--- src/rtl/mem_arbiter.sv ---
// Two-requester (fetch / data) arbiter in front of a single shared memory port.
// Define MEM_ARB_RR_EN for round-robin on contention; by default data wins.
module mem_arbiter (
  input  logic        clk,
  input  logic        rst,
  input  logic        if_req,
  input  logic [31:0] if_addr,
  output logic [31:0] if_rdata,
  output logic        if_ack,
  input  logic        d_req,
  input  logic        d_we,
  input  logic [31:0] d_addr,
  input  logic [31:0] d_wdata,
  output logic [31:0] d_rdata,
  output logic        d_ack,
  output logic        mem_req,
  output logic        mem_we,
  output logic [31:0] mem_addr,
  output logic [31:0] mem_wdata,
  input  logic [31:0] mem_rdata,
  input  logic        mem_ready,
  output logic        stall
);

  typedef enum logic [1:0] {StIdle, StBusyIf, StBusyD, StDone} state_e;

  state_e state_q, state_d;
  logic   served_data_q;
  logic   grant_any, grant_data, load_grant;

  assign grant_any  = if_req | d_req;
  assign load_grant = (state_q == StIdle) & grant_any;

`ifdef MEM_ARB_RR_EN
  logic last_data_q;

  // On contention, grant whichever side was not granted last.
  assign grant_data = d_req & (~if_req | ~last_data_q);

  always_ff @(posedge clk or posedge rst) begin
    if (rst) begin
      last_data_q <= 1'b1;
    end else if (load_grant) begin
      last_data_q <= grant_data;
    end
  end
`else
  assign grant_data = d_req;
`endif

  always_ff @(posedge clk or posedge rst) begin
    if (rst) begin
      state_q <= StIdle;
    end else begin
      state_q <= state_d;
    end
  end

  always_comb begin
    state_d = state_q;
    unique case (state_q)
      StIdle: begin
        if (grant_any) begin
          state_d = grant_data ? StBusyD : StBusyIf;
        end
      end
      StBusyIf, StBusyD: begin
        if (mem_ready) begin
          state_d = StDone;
        end
      end
      StDone:  state_d = StIdle;
      default: state_d = StIdle;
    endcase
  end

  always_comb begin
    mem_req = 1'b0;
    if_ack  = 1'b0;
    d_ack   = 1'b0;
    unique case (state_q)
      StBusyIf, StBusyD: mem_req = 1'b1;
      StDone: begin
        if_ack = ~served_data_q;
        d_ack  = served_data_q;
      end
      default: ;
    endcase
  end

  // Memory-side command is latched on grant and held for the whole access.
  always_ff @(posedge clk or posedge rst) begin
    if (rst) begin
      served_data_q <= 1'b0;
      mem_addr      <= '0;
      mem_we        <= 1'b0;
      mem_wdata     <= '0;
      if_rdata      <= '0;
      d_rdata       <= '0;
    end else begin
      if (load_grant) begin
        served_data_q <= grant_data;
        mem_addr      <= grant_data ? d_addr : if_addr;
        mem_we        <= grant_data & d_we;
        mem_wdata     <= grant_data ? d_wdata : '0;
      end
      if ((state_q == StBusyIf) && mem_ready) begin
        if_rdata <= mem_rdata;
      end
      if ((state_q == StBusyD) && mem_ready && !mem_we) begin
        d_rdata <= mem_rdata;
      end
    end
  end

  assign stall = (if_req & ~if_ack) | (d_req & ~d_ack);

endmodule

--- config.mk ---
export PLATFORM = sky130hd
export DESIGN_NAME = mem_arbiter
export DESIGN_NICKNAME = d
export VERILOG_FILES = /design/src/rtl/mem_arbiter.sv
export SDC_FILE = /design/constraint.sdc
export NUM_CORES = 1
export LEC_CHECK = 0
export ABC_AREA = 1
export ABC_CLOCK_PERIOD_IN_PS = 4350
export CORE_MARGIN = 2
export CORE_UTILIZATION = 38
export CTS_BUF_LIST = sky130_fd_sc_hd__clkbuf_2
export CTS_CLUSTER_SIZE = 25
export DETAILED_ROUTE_END_ITERATION = 8
export PLACE_DENSITY = 0.79
export SYNTH_ARGS = -nofsm -noshare
export SYNTH_HDL_FRONTEND = slang
export SYNTH_SLANG_ARGS = --single-unit
--- constraint.sdc ---
create_clock -name clk -period 4.35 [get_ports clk]
set_clock_uncertainty 0.1 [all_clocks]
set_input_delay 1.0875 -clock clk [delete_from_list [all_inputs] [get_ports clk]]
set_output_delay 1.0875 -clock clk [all_outputs]
set_load 0.02 [all_outputs]
# Word-level counts from Yosys, hierarchy flattened
# Cells that the tools add are included.
# Widths: inputs -> output; s select.
# op_classes
n_eq_ne	5
muxes	9
n_bitwise	9
n_reduce_logical	7
# op_table
op	n
$mux 32	2
$mux 2	3
$pmux 2 s3	1
$and 1x1->1	4
$eq 2x2->1 const B	2
$ne 2x2->1 const B	2
$logic_and 1x1->1	3
$mux 1	3
$not 1->1	3
$eq 2x1->1 const B	1
$logic_not 2->1	1
$or 1x1->1	2
$reduce_and 2->1	1
$reduce_or 2->1	1
$logic_not 1->1	1
# word_totals
ff_bits	132
inputBits	134

# Longest topological paths before layout
# Gate-level depths: netlist of the first run.
# logic_depth
ltp_word	5
ltp_mapped	8
ltp_nobuf	7

# Worst setup path before layout of the first run
# No wires, ideal clock.
# synth_timing
path_type	input -> output
start	in d_req
end	out stall
arrival_ps	2029
path_slack_ps	1133
stages	4
path_buffers	2
path_cell_list	buf_4 > clkinv_1 > buf_2 > o21ai_0
# synth_between
elab_chain_cells	2
# synth_lines
item	line	source
from (decl)	10	input logic d_req,
$and 1x1->1	116	assign stall = (if_req & ~if_ack) | (d_req & ~d_ack);
$or 1x1->1	116	
to (decl)	22	output logic stall
# Every way passes these cells.

# Final worst setup path of the first run
# layout_timing
start	in if_req
end	out stall
# layout_between
elab_chain_cells	2
# layout_lines
item	line	source
from (decl)	6	input logic if_req,
$and 1x1->1	116	
$or 1x1->1	116	
# Every way passes these cells.

==> impl_metrics.csv, run 1 <==
group,metric,value,unit
outcome,status,"completed",
sta,drv_slew,0,
final_layout,fin_nets,1052,
sta,rsz0062_at_grt,"false",
worst_setup_path,cp-start-kind,"input pin",
synth,yosysTopAreaCell,"dfrtp_1",
global_routing,grt_pass1_wl,25100,um
synth,synth_cell_types,16,
worst_setup_path,critPathMaxFanout,3,
clock_network,cts_buffer_depth,2,
synth,synth.avg_cell_area,8.39,um2
floorplanning,coreArea,14400,um2
min_path,hold_path.class,"reg2reg",
routing,via_count,5064,
run,cap_violations,0,
floorplanning,die-area,15500,um2
floorplanning,rows,44,
synth,ys_warn_count,0,
floorplanning,die_y,125,um
power,power.leakage,4.22,nW
power,finalPower,0.00568,W
synth,postSynthCellCount,659,
routing,wl_per_cell,13.7,um
clock_network,cts_resized,0,
global_routing,grt-ovfl-total,0,
global_routing,groute.layer.met2.usage,32.4,%
final_layout,syn2layout_area_growth,53.3,%
clock_network,postCtsSetupBuffers,0,
place,place_ws,0.727,ns
global_routing,grt_max_degree,133,
power,pwr_density_cell,670,nW/um2
global_routing,busiest_layer,"met2",
sta,tightest_slew,1.04,ns
place,io_buffers,266,
sta,layout_worst_path_cycle_share,83.3,%
clock_network,cts_hold_buf,0,
synth,yosysSeqAreaShare,59.7,%
sta,fin_setup_tns,0,ns
clock_network,root_buffer,"clkbuf_2",
place,dp.cells,1078,
sta,period_needed,3.62,ns
power,ir_drop,0.000261,V
worst_setup_path,critPathRequiredTime,3.16,ns
worst_setup_path,worst-setup-path-type,"in2out",
clock_network,clock_latency,0.62,ns
sta,slew_headroom,30.7,%
synth,syn_area,5530,um2
synth,syn_nets,798,
final_layout,final_layout_size_suffix_gt1_share,4.21,%
global_routing,grt_pass1_vias,5028,
global_routing,grt_use_total,20.2,%
final_layout,stdcell_count,1111,
synth,synth-seq-cells,132,
clock_network,cts_buffers,17,
floorplanning,start_util,38.5,%
global_routing,met1_usage,25.1,%
floorplanning,dieWidth,125,um
clock_network,cts_tree,"done",
routing,detail_route.first_pass.iterations,5,
synth,synth_area_leaders,"dfrtp_1 (60%), nand2_1 (23%), o21ai_0 (6.1%)",
place,dp_hpwl,10600,um
clock_network,path_clk_slew,0.16,ns
routing,avgViaCountPerCell,4.56,
routing,drtIter0Drc,286,
sta,fin_ws,0.726,ns
final_layout,fillers,1291,
worst_setup_path,cp-end-kind,"output port",
routing,ant_nets,0,
global_routing,antenna_found_initial,1,
floorplanning,io_pins,267,
routing,routed_wl,15200,um
clock_network,htree_levels,4,
sta,max_freq,276,MHz
sta,setup_violations,0,
routing,drc_errors,0,
global_routing,met3_usage,4.98,%
synth,netlist.area_leader.share,59.7,%
place,place_congestion,0.781,
worst_setup_path,critPathArrivalTime,2.44,ns
sta,hold_viol,0,
clock_network,cts.sinks,132,
==> per-layer routing <==
layer	part of all wire, %	vias up	wire [um]
met3	5.8	48	886
met5	0	-	0
met4	4.7	0	721
met1	42	2294	6390
met2	47	186	7200
li1	-	2536	-
==> placed cells by master, fill, tap and decap left out <==
master and instances:
buf_12 1, buf_2 1, buf_4 5, bufinv_16 1, clkbuf_2 22, clkdlybuf4s50_1 265
clkinv_1 5, clkinv_2 1, clkinv_4 1, clkinvlp_4 3, dfrtp_1 132, diode_2 1
ha_1 5, inv_1 39, inv_2 1, inv_6 1, nand2_1 337, nand2_2 1
nand3_1 34, nand3b_1 1, nor2_1 2, o21ai_0 67, o21ai_4 1
==> path summary, 6_finish.rpt <==
path / start / endpoint / slack [ns] / cells past startpoint
min reg2reg: mem_addr[23] / mem_addr[23] / 0.39 / 2
max: if_req / stall / 0.73 / 4
max reg2reg: state_q[0] / d_rdata[12] / 2.08 / 6
min in group asynchronous: rst / d_rdata[5] / 0.89 / 3
max in group asynchronous: rst / mem_addr[2] / 2.77 / 3
min: mem_addr[23] / mem_addr[23] / 0.39 / 2
==> synthesized netlist by cell type <==
| master | n |
|---|---|
| buf_1 | 2 |
| buf_2 | 17 |
| nand2_1 | 338 |
| o21ai_0 | 67 |
| o21ai_4 | 1 |
| inv_2 | 1 |
| buf_4 | 1 |
| buf_6 | 5 |
| nand3b_1 | 1 |
| ha_1 | 5 |
| inv_1 | 40 |
| nand3_1 | 34 |
| clkbuf_1 | 12 |
| dfrtp_1 | 132 |
| clkinv_1 | 1 |
| nor2_1 | 2 |
==> metrics by stage <==
step | utilization [%] | cell area [um2] | hold WS (ns)
6_report | 59.0 | 8480 | 0.395
5_1_grt | 59.0 | 8480 | 0.412
4_1_cts | 59.0 | 8470 | 0.399
3_5_place_dp | 57.6 | 8280 | 0.358
3_3_place_gp | 57.6 | 8280 | 0.353
2_1_floorplan | - | 5530 | 0.380
==> kinds of logic after synthesis <==
logic type                 after synthesis  share of synthesized area, %
buffers and inverters                   79                          6.49
adders and majority gates                5                          1.13
DFF                                    132                          59.7
and+or+nand+nor                        375                          26.3
AOI/OAI and AO/OA                       68                          6.36
==> where the power goes <==
part / leakage, nW / switching (W) / total [W] / internal, W
clock network: 0.125 / 0.000422 / 0.000633 / 0.000211
registers: 1.66 / 0.000299 / 0.00207 / 0.00177
logic: 2.43 / 0.00165 / 0.00298 / 0.00133
==> critical path, stage by stage <==
cell	delay [ns]
clkdlybuf4s50_1	0.54
o21ai_0	0.11
o21ai_0	0.08
clkdlybuf4s50_1	0.62
==> sequential cells by signal, summed over array words and instances (netlist names) <==
register,cells
state_q,2
d_rdata,32
mem_we,1
served_data_q,1
if_rdata,32
mem_wdata,32
mem_addr,32
==> area by class of cell <==
class / count / area (um2) / area share [%]
flip-flops and latches: 132 / 3300 / 39.0
repair buffers: 272 / 2720 / 32.0
multi-input cells: 448 / 1870 / 22.1
well taps: 184 / 230 / 2.72
inverters: 42 / 161 / 1.90
clock buffers: 22 / 110 / 1.30
clock inverters: 10 / 82.6 / 0.974
diodes: 1 / 2.50 / 0.0295
Power figures use the tool's default switching activity.
==> run 2: changes to the inputs <==
Settings changed: ABC_CLOCK_PERIOD_IN_PS 4350 to 2900.
Clock period 4.35 ns to 2.9 ns, I/O delays scaled along.
==> impl_metrics.csv, run 2 (synthesis gave the netlist of run 1 again) <==
group,metric,value,unit
outcome,status,"completed",
global_routing,grt-ovfl-total,0,
final_layout,final_layout_size_suffix_gt1_share,4.95,%
sta,hold_viol,0,
floorplanning,dieWidth,125,um
final_layout,final_common_cell,"nand2_1",
routing,via_count,5082,
clock_network,cts_buffers,17,
final_layout,fin_nets,1056,
sta,period_needed,2.69,ns
sta,tightest_slew,0.724,ns
worst_setup_path,critPathRequiredTime,2.08,ns
floorplanning,io_pins,267,
routing,avgViaCountPerCell,4.56,
routing,drtIter0Drc,305,
clock_network,cts_hold_buf,0,
power,ir_drop,0.000486,V
clock_network,htree_levels,4,
clock_network,cts_tree,"done",
routing,routed_wl,15400,um
floorplanning,die-area,15500,um2
worst_setup_path,r2r-start,"state_q[0]",
sta,slew_headroom,51.7,%
floorplanning,coreArea,14400,um2
sta,rsz0062_at_grt,"false",
worst_setup_path,cp-start-kind,"flip-flop",
global_routing,grt_max_degree,73,
sta,layout_worst_path_cycle_share,92.9,%
run,cap_violations,0,
worst_setup_path,critPathArrivalTime,1.87,ns
floorplanning,rows,44,
place,place_congestion,0.782,
power,finalPower,0.00885,W
place,dp.cells,1082,
floorplanning,die_y,125,um
clock_network,path_clk_slew,0.20,ns
clock_network,cts_buffer_depth,2,
sta,setup_violations,0,
global_routing,grt_pass1_wl,25500,um
worst_setup_path,cp-end-kind,"output port",
global_routing,antenna_found_initial,1,
final_layout,stdcell_count,1115,
place,dp_hpwl,10900,um
routing,detail_route.first_pass.iterations,5,
power,pwr_density_cell,1030,nW/um2
sta,drv_slew,0,
global_routing,grt_use_total,20.5,%
routing,ant_nets,0,
final_layout,syn2layout_area_growth,55.8,%
sta,max_freq,371,MHz
place,io_buffers,266,
worst_setup_path,r2r-end,"d_rdata[3]",
min_path,hold_path.class,"in2async",
clock_network,root_buffer,"clkbuf_2",
global_routing,grt_pass1_vias,5031,
worst_setup_path,worst-setup-path-type,"reg2out",
clock_network,cts.sinks,132,
clock_network,clock_latency,0.67,ns
sta,fin_setup_tns,0,ns
worst_setup_path,ff2ff_setup_slack,1.16,ns
power,power.leakage,4.30,nW
worst_setup_path,critPathMaxFanout,4,
final_layout,layout_common_cells,"nand2_1 (337), clkdlybuf4s50_1 (261), dfrtp_1 (132)",
floorplanning,start_util,38.5,%
routing,wl_per_cell,13.8,um
routing,drc_errors,0,
worst_setup_path,reg2reg_depth,6,
[run 2: cell types whose count changed in the layout (fill, tap and decap cells not counted)]
cell,change
clkbuf_2,-4
buf_4,+1
clkinv_1,-1
clkdlybuf4s50_1,-4
buf_12,+3
dlygate4sd2_1,+2
clkdlybuf4s15_1,+1
clkinv_4,+1
ha_1,-1
bufinv_16,+3
ha_2,+1
clkinv_2,+2
[run 2: metal layers]
layer,share of wire [%],wire [um],vias up,track usage (%)
met3,6.1,940,35,4.85
met4,3.2,489,0,9.45
li1,-,-,2538,-
met1,42,6430,2327,25.3
met5,0,0,-,0
met2,49,7570,182,34.1
[run 2: area by class of cell]
class                      count  area, um2
tap                          184        230
clock inverter                15        188
timing repair buffer         276       2780
clock buffer                  17       85.1
inverter                      42        161
antenna                        1       2.50
fill                        1295       5750
sequential                   132       3300
multi-input combinational    448       1870
[run 2: power breakdown]
part / total (W) / internal [W] / switching [W]
registers: 0.00310 / 0.00265 / 0.000453
logic: 0.00450 / 0.00201 / 0.00249
clock network: 0.00124 / 0.000558 / 0.000685
total: 0.00885 / 0.00522 / 0.00363
[run 2: timing repair]
item	CTS	global route
setup buffers	0	0
endpoints found under the setup margin	4	2
gates resized for setup	4	5
[run 2: metrics by stage]
step / hold slack, ns / utilization, % / worst slack, ns / area [um2]
after floorplan: 0.380 / - / 0.408 / 5530
after global placement: 0.352 / 58.1 / 0.106 / 8350
after detailed placement: 0.358 / 58.1 / 0.0962 / 8350
after CTS: 0.300 / 60.0 / 0.00661 / 8620
after global routing: 0.316 / 60.0 / 0.0178 / 8620
final: 0.384 / 60.0 / 0.206 / 8620
[run 2: worst max-delay path by stage]
| stage | cells past startpoint | slack [ns] | start | end |
|---|---|---|---|---|
| global placement | 4 | 0.11 | if_req | stall |
| CTS | 5 | 0.007 | state_q[0] | stall |
| finish | 3 | 0.21 | state_q[1] | mem_req |
| global route | 3 | 0.02 | state_q[1] | mem_req |
| floorplan | 4 | 0.41 | d_req | stall |
| detailed placement | 4 | 0.1 | if_req | stall |
[run 2: worst max-delay path, stage by stage (launching register included)]
cell,delay (ns)
dfrtp_1,0.44
inv_1,0.09
ha_1,0.32
clkdlybuf4s15_1,0.34
